[config.mk]
export PLATFORM = sky130hd
export DESIGN_NAME = instr_sequencer
export DESIGN_NICKNAME = d
export VERILOG_FILES = /design/src/rtl/instr_sequencer.sv
export SDC_FILE = /design/constraint.sdc
export NUM_CORES = 1
export LEC_CHECK = 0
export ABC_AREA = 0
export BUFFER_PORTS_ARGS = -buffer_cell sky130_fd_sc_hd__buf_2
export CORE_UTILIZATION = 25
export DETAILED_ROUTE_END_ITERATION = 16
export MAX_ROUTING_LAYER = met4
export PLACE_DENSITY_LB_ADDON = 0.05
export SKIP_LAST_GASP = 1
export SYNTH_ARGS = -nofsm -noshare
export SYNTH_HDL_FRONTEND = slang
export SYNTH_SLANG_ARGS = --single-unit
[constraint.sdc]
create_clock -name Clock -period 7.8 [get_ports Clock]
set_input_delay 1.56 -clock Clock [delete_from_list [all_inputs] [get_ports Clock]]
set_output_delay 1.56 -clock Clock [all_outputs]
set_load 0.01 [all_outputs]
[src/rtl/instr_sequencer.sv]
// instr_sequencer: issues a loaded program one word at a time over the DIN/Run/Done handshake.
module instr_sequencer #(
  parameter int DW      = 16,
  parameter int DEPTH   = 16,
  parameter int AW      = 4,
  parameter int TIMEOUT = 8
) (
  input  logic          Clock,
  input  logic          Resetn,
  input  logic          ld_en,
  input  logic [AW-1:0] ld_addr,
  input  logic [DW-1:0] ld_data,
  input  logic [AW:0]   prog_len,
  input  logic          start,
  input  logic          loop_en,
  input  logic          abort,
  input  logic          Done,
  output logic [DW-1:0] DIN,
  output logic          Run,
  output logic          busy,
  output logic          finished,
  output logic          err,
  output logic [AW-1:0] pc,
  output logic [15:0]   issued
);
  localparam int TW = $clog2(TIMEOUT) > 0 ? $clog2(TIMEOUT) : 1;
  typedef enum logic [1:0] {IDLE, ISSUE, WAIT, FINISH} state_t;
  state_t state, state_nx;
  logic [DW-1:0] mem [DEPTH];
  logic [AW:0] len;
  logic loop;
  logic [TW-1:0] wcnt;
  logic last, tmo, go;
  assign last = {1'b0, pc} == len - (AW+1)'(1);
  assign tmo = wcnt == TW'(TIMEOUT - 1);
  assign go = !abort && state == IDLE && start && prog_len != '0;
  assign busy = state == ISSUE || state == WAIT;
  assign Run = state == ISSUE && !abort;
  assign finished = state == FINISH;
  assign DIN = busy ? mem[pc] : '0;
  always_comb begin
    state_nx = state;
    if (abort) state_nx = IDLE;
    else case (state)
      IDLE:    state_nx = !start ? IDLE : (prog_len != '0 ? ISSUE : FINISH);
      ISSUE:   state_nx = WAIT;
      WAIT:    state_nx = Done ? (last && !loop ? FINISH : ISSUE) : (tmo ? IDLE : WAIT);
      default: state_nx = IDLE;
    endcase
  end
  always_ff @(posedge Clock)
    if (ld_en && state == IDLE) mem[ld_addr] <= ld_data;
  always_ff @(posedge Clock or negedge Resetn)
    if (!Resetn) begin
      state  <= IDLE;
      pc     <= '0;
      issued <= '0;
      err    <= 1'b0;
      len    <= '0;
      loop   <= 1'b0;
      wcnt   <= '0;
    end else begin
      state <= state_nx;
      if (go) begin
        pc     <= '0;
        issued <= '0;
        err    <= 1'b0;
        len    <= prog_len > (AW+1)'(DEPTH) ? (AW+1)'(DEPTH) : prog_len;
        loop   <= loop_en;
      end
      if (state == ISSUE) wcnt <= '0;
      else if (state == WAIT && !Done) wcnt <= wcnt + TW'(1);
      // a wrapped run restarts at word 0; a normal run keeps the last index for inspection
      if (!abort && state == WAIT && Done) begin
        issued <= issued + 16'd1;
        pc     <= last ? (loop ? '0 : pc) : pc + AW'(1);
      end
      if (!abort && state == WAIT && !Done && tmo) err <= 1'b1;
    end
endmodule
# After elaboration in Yosys (flattened, before gate mapping)
# Memory sizes are Yosys's and may differ from the RTL's.
# Index checks and enable logic that the tools add are counted.
[totals]
mem_bits_rw = 256
ff_bits = 32
romBits = 0
latchBits = 0
output_inout_bits = 40
input_bits = 32
mem_count = 1
[op_classes]
bitwise_logic = 0
n_eq_ne = 6
shift = 0
n_addsub = 4
mux = 21
order_cmp = 1
n_div = 0
n_mul = 0
n_reduce_logical = 21
[mem_list]
columns = ["name", "words", "width", "read_ports", "rd_ports_with_merged_regs", "write_ports", "line", "rtl"]
rows = [
  ["mem", 16, 16, 1, 0, 1, "29", "logic [DW-1:0] mem [DEPTH];"],
]
[ops]
columns = ["cell", "n"]
rows = [
  ["$mux W16", 3],
  ["$add A16 B1 Y16 const B", 1],
  ["$mux W4", 4],
  ["$mux W2", 6],
  ["$logic_and A1 B1 Y1", 11],
  ["$mux W3", 2],
  ["$pmux W2 S3", 1],
  ["$reduce_bool A2 Y1", 3],
  ["$eq A4 B5 Y1", 1],
  ["$gt A5 B5 Y1 const B", 1],
  ["$mux W5", 1],
  ["$reduce_bool A5 Y1", 1],
  ["$sub A5 B1 Y5 const B", 1],
  ["$add A4 B1 Y4 const B", 1],
  ["$eq A2 B2 Y1 const B", 2],
  ["$mux W1", 4],
  ["$add A3 B1 Y3 const B", 1],
  ["$eq A3 B3 Y1 const B", 1],
  ["$logic_not A1 Y1", 3],
  ["$ne A3 B3 Y1 const B", 1],
  ["$eq A2 B1 Y1 const B", 1],
  ["$logic_not A2 Y1", 1],
  ["$reduce_and A2 Y1", 1],
  ["$logic_or A1 B1 Y1", 1],
]

# Depth between registers and ports, before layout
[depth]
ltp_word = 7
mapped_depth = 8
ltp_nobuf = 7

# Least setup slack after synthesis
# OpenSTA, ideal clock, no wires.
[synth_timing]
path_type = "register to output"
start = "register pc[1]"
end = "output DIN[0]"
path_stages_with_launch = 6
path_slack_ns = 4.248
t_required_ns = 6.240
t_arrival_ns = 1.992
cell_sequence = "dfrtp_1 > buf_2 > clkbuf_1 > mux4_2 > mux4_2 > and2_1"
[synth_between]
elab_chain_len = 2
[synth_rtl]
columns = ["element", "line", "rtl"]
rows = [
  ["start: declaration", "23", "output logic [AW-1:0] pc,"],
  ["start signal: assignment", "76", "pc <= last ? (loop ? '0 : pc) : pc + AW'(1);"],
  ["$mem_v2 Z16 W16", "--", ""],
  ["$mux W16", "40", "assign DIN = busy ? mem[pc] : '0;"],
  ["end: declaration", "18", "output logic [DW-1:0] DIN,"],
]
# No other way between the ends.

# Final worst setup path
[layout_timing]
start = "register pc[0]"
end = "output DIN[15]"
# The elaborated chain is that of the path after synthesis.

==> qor.log <==
[clock_tree] level count of the clock H-tree 2
[logic_synthesis] number of flip-flops and latches in the synthesized netlist 288
[detailed_routing] post-route DRC violation count 0
[clock_tree] Max clock buf depth 3
[pwr] total power per unit cell area 255 mW/mm^2
[placed_design] pre-CTS WS 3.03 ns
[clock_tree] sink count of the clock tree 288
[logic_synthesis] post-synthesis sequential area ratio 73.7%
[sta] highest clock rate 0.192 GHz
[sta] max-slew violation count 0
[clock_tree] Post-CTS Hold Fix Bufs 0
[sta] actual transition at the worst max-transition pin 1.13 ns
[global_routing] Tot GR Track Use 13.8%
[sta] Fin. Hold Viols 0
[detailed_routing] via total after detailed routing 5796
[sta] PnR worst setup slack 2.60 ns
[clock_tree] Gates resized, CTS repair 0
[clock_tree] Setup Fix Bufs, Post-CTS 0
[global_routing] number of antenna violations at the first check in global routing 2
[critical_path] CP Launch Type flip-flop
[logic_synthesis] share of async-settable or async-resettable flops after synthesis 11.1%
[logic_synthesis] number of synthesis warnings 0
[final_layout] total of fill cells in the finished design 4389
[global_routing] number of global-route vias before repair 6176
[sta] aggregate negative setup slack 0 ns
[logic_synthesis] leading register cell type out of synthesis sky130_fd_sc_hd__edfxtp_1
[clock_tree] number of buffers created by CTS 36
[final_layout] nets@finish 700
[final_layout] layout-stage area growth over the synthesis result 19.2%
[pwr] Static Leak 4.46 nW
[detailed_routing] detailed router's first-iteration violation count 346
[final_layout] share of cells above drive strength 1 32.9%
[die] overall die width 217 um
[detailed_routing] WL/cell 23.8 um
[critical_path] start-to-end type of the worst setup path reg -> out
[logic_synthesis] Syn Area/Cell 20.4 um^2
[clock_tree] CTS tree built
[die] Placement Rows 78
[die] total I/O pin count 72
[sta] worst max-slew margin expressed relative to the limit 24.6%
[global_routing] maximum number of pins on one net before global-route repair 70
[logic_synthesis] Post-synth EDFFs 256
[critical_path] worst-path maximum fanout 45
[sta] RSZ-0062 raised after global routing false
[clock_tree] Root Driver sky130_fd_sc_hd__clkbuf_16
[detailed_routing] number of nets with antenna violations after detailed routing 0
[run] max-capacitance violation count 0
[global_routing] wire length of the first global-routing pass 44.2 mm
[sta] post-route clock skew 0.0123 ns
[placed_design] # port buffers 71
[global_routing] GR Overflow Total 0
[final_layout] count of non-filler cells in the finished layout 1287
[die] Core Region 0.0454 mm^2
[critical_path] arrival time at the worst endpoint 3.64 ns
[pwr] maximum ir drop on the vdd rail 0.105 mV
[logic_synthesis] post-synthesis cell area 0.0115 mm^2
[detailed_routing] Via density 4.50
[detailed_routing] post-detailed-routing wire length 30.6 mm
[die] die area 0.0469 mm^2
[sta] min cycle time layout 5.20 ns
[critical_path] CP Data Required Time 6.24 ns
[logic_synthesis] net count after synthesis 606
[placed_design] Final HPWL DP 16.3 mm
[worst_hold_path] kind of path behind the tightest hold check reg -> reg
[placed_design] Inst Count DP 1221
[logic_synthesis] Unique masters post-synth 41
[clock_tree] clock transition at the registers of the reported paths 0.06 ns
[die] die boundary height 217 um
[clock_tree] Skew-Pair Late Insertion Delay 0.53 ns
[critical_path] endpoint class of the critical path primary output
[logic_synthesis] Synth Instances 565
[detailed_routing] number of optimization iterations in the first detailed-route pass 4
[sta] number of setup violations in the final report 0
[sta] crit share post-route 66.7%
[placed_design] final weighted congestion in routability-driven placement 0.731
[run_status] run status finished clean
[die] effective utilization at floorplan 25.4%
==> cell type report <==
class	instances	area, um^2	area share, %
antenna	1	2.50	0.0182
clock buffer	45	956	6.97
clock inverter	20	120	0.875
inverter	9	33.8	0.246
multi-input combinational	244	2940	21.4
sequential	288	8490	61.9
tap	600	751	5.47
timing repair buffer	80	423	3.08
==> cell usage after synthesis (2+ instances only) <==
cell / count / area (um^2)
sky130_fd_sc_hd__mux2_1: 2 / 22.5
sky130_fd_sc_hd__nand2_1: 19 / 71.3
sky130_fd_sc_hd__xnor2_1: 4 / 35.0
sky130_fd_sc_hd__nand3b_1: 2 / 15.0
sky130_fd_sc_hd__a32o_1: 4 / 40.0
sky130_fd_sc_hd__nor3_1: 6 / 30.0
sky130_fd_sc_hd__clkbuf_1: 9 / 33.8
sky130_fd_sc_hd__nand3_1: 17 / 85.1
sky130_fd_sc_hd__mux2i_1: 3 / 30.0
sky130_fd_sc_hd__a211oi_1: 3 / 22.5
sky130_fd_sc_hd__nand4_1: 5 / 31.3
sky130_fd_sc_hd__ha_1: 9 / 113
sky130_fd_sc_hd__dfrtp_1: 32 / 801
sky130_fd_sc_hd__buf_12: 2 / 40.0
sky130_fd_sc_hd__a22o_1: 2 / 17.5
sky130_fd_sc_hd__o31ai_1: 3 / 22.5
sky130_fd_sc_hd__buf_4: 2 / 15.0
sky130_fd_sc_hd__buf_2: 9 / 45.0
sky130_fd_sc_hd__a21oi_1: 2 / 10.0
sky130_fd_sc_hd__nor2b_1: 2 / 12.5
sky130_fd_sc_hd__xor2_1: 5 / 43.8
sky130_fd_sc_hd__o211ai_1: 3 / 22.5
sky130_fd_sc_hd__edfxtp_1: 256 / 7690
sky130_fd_sc_hd__o21ai_1: 15 / 75.1
sky130_fd_sc_hd__or3_1: 2 / 12.5
sky130_fd_sc_hd__nor2_1: 22 / 82.6
sky130_fd_sc_hd__mux4_2: 80 / 1800
sky130_fd_sc_hd__inv_1: 8 / 30.0
sky130_fd_sc_hd__and2_1: 18 / 113
sky130_fd_sc_hd__and3_1: 2 / 12.5
sky130_fd_sc_hd__nand2b_1: 7 / 43.8
==> where the power goes <==
group	switching, mW	leakage, nW	internal (mW)
clock	0.627	0.523	0.900
sequential	0.0324	2.74	1.71
combinational	0.120	1.19	0.111
==> worst paths after layout <==
| path | slack [ns] | cells past startpoint | endpoint | start |
|---|---|---|---|---|
| max | 2.60 | 5 | DIN[15] | pc[0] |
| min | 0.48 | 1 | issued[15] | issued[15] |
| max reg2reg | 5.24 | 6 | state[1] | pc[3] |
| min reg2reg | 0.48 | 1 | issued[15] | issued[15] |
| max in group asynchronous | 6.13 | 1 | pc[0] | Resetn |
| min in group asynchronous | 1.11 | 1 | issued[9] | Resetn |
==> critical path, stage by stage (launching register included) <==
cell                      delay [ns]
sky130_fd_sc_hd__dfrtp_4        1.05
sky130_fd_sc_hd__buf_4          0.62
sky130_fd_sc_hd__mux4_2         0.58
sky130_fd_sc_hd__mux4_2         0.46
sky130_fd_sc_hd__and2_1         0.20
sky130_fd_sc_hd__buf_2          0.15
==> per-layer routing <==
metal  wire length [um]  global-route usage (%)
met1              13000                    17.3
met2              15200                    22.3
met3               1610                    2.55
met4                746                    4.84
met5                  0                       -
==> sequential cells by signal, summed over array words and instances, names as in the netlist <==
name,cells
len,5
issued,16
mem,256
wcnt,3
err,1
state,2
loop,1
pc,4
==> metrics by stage <==
| step | area (um^2) | util, % | total power [mW] | hold WS [ns] |
|---|---|---|---|---|
| finish | 13700 | 30.2 | 3.50 | 0.484 |
| global route | 13700 | 30.2 | 3.63 | 0.506 |
| CTS | 13700 | 30.2 | 3.56 | 0.487 |
| detailed placement | 12600 | 27.9 | 2.01 | 0.477 |
| global placement | 12600 | 27.9 | 2.01 | 0.465 |
| floorplan | 11500 | - | 1.92 | 0.478 |
==> logic make-up after synthesis <==
family / Yosys count / synth area share [%]
buffers and inverters: 33 / 1.68
flip-flops: 288 / 73.7
XOR/XNOR: 9 / 0.685
AND/OR/NAND/NOR: 107 / 4.78
AO/OA/AOI/OAI: 34 / 2.03
multiplexers: 85 / 16.1
adder cells (fa/ha/maj): 9 / 0.978
==> cells in the final DEF, fill, tap and decap left out, types with 3 or more instances in the layout <==
cell,n
sky130_fd_sc_hd__edfxtp_1,256
sky130_fd_sc_hd__mux4_2,80
sky130_fd_sc_hd__buf_2,71
sky130_fd_sc_hd__clkbuf_16,37
sky130_fd_sc_hd__dfrtp_1,29
sky130_fd_sc_hd__nand2_1,19
sky130_fd_sc_hd__and2_1,18
sky130_fd_sc_hd__nand3_1,17
sky130_fd_sc_hd__o21ai_1,15
sky130_fd_sc_hd__nor2_4,12
sky130_fd_sc_hd__clkinv_1,12
sky130_fd_sc_hd__nor2_1,10
sky130_fd_sc_hd__ha_1,9
sky130_fd_sc_hd__buf_4,9
sky130_fd_sc_hd__inv_1,8
sky130_fd_sc_hd__clkbuf_1,8
sky130_fd_sc_hd__nand2b_1,7
sky130_fd_sc_hd__nand4_1,5
sky130_fd_sc_hd__xor2_1,5
sky130_fd_sc_hd__nor3_2,4
sky130_fd_sc_hd__xnor2_1,4
sky130_fd_sc_hd__a32o_1,4
sky130_fd_sc_hd__clkinv_2,4
sky130_fd_sc_hd__a211oi_1,3
sky130_fd_sc_hd__o211ai_1,3
sky130_fd_sc_hd__o31ai_1,3
sky130_fd_sc_hd__mux2i_1,3
Power figures use the tool's default switching activity.
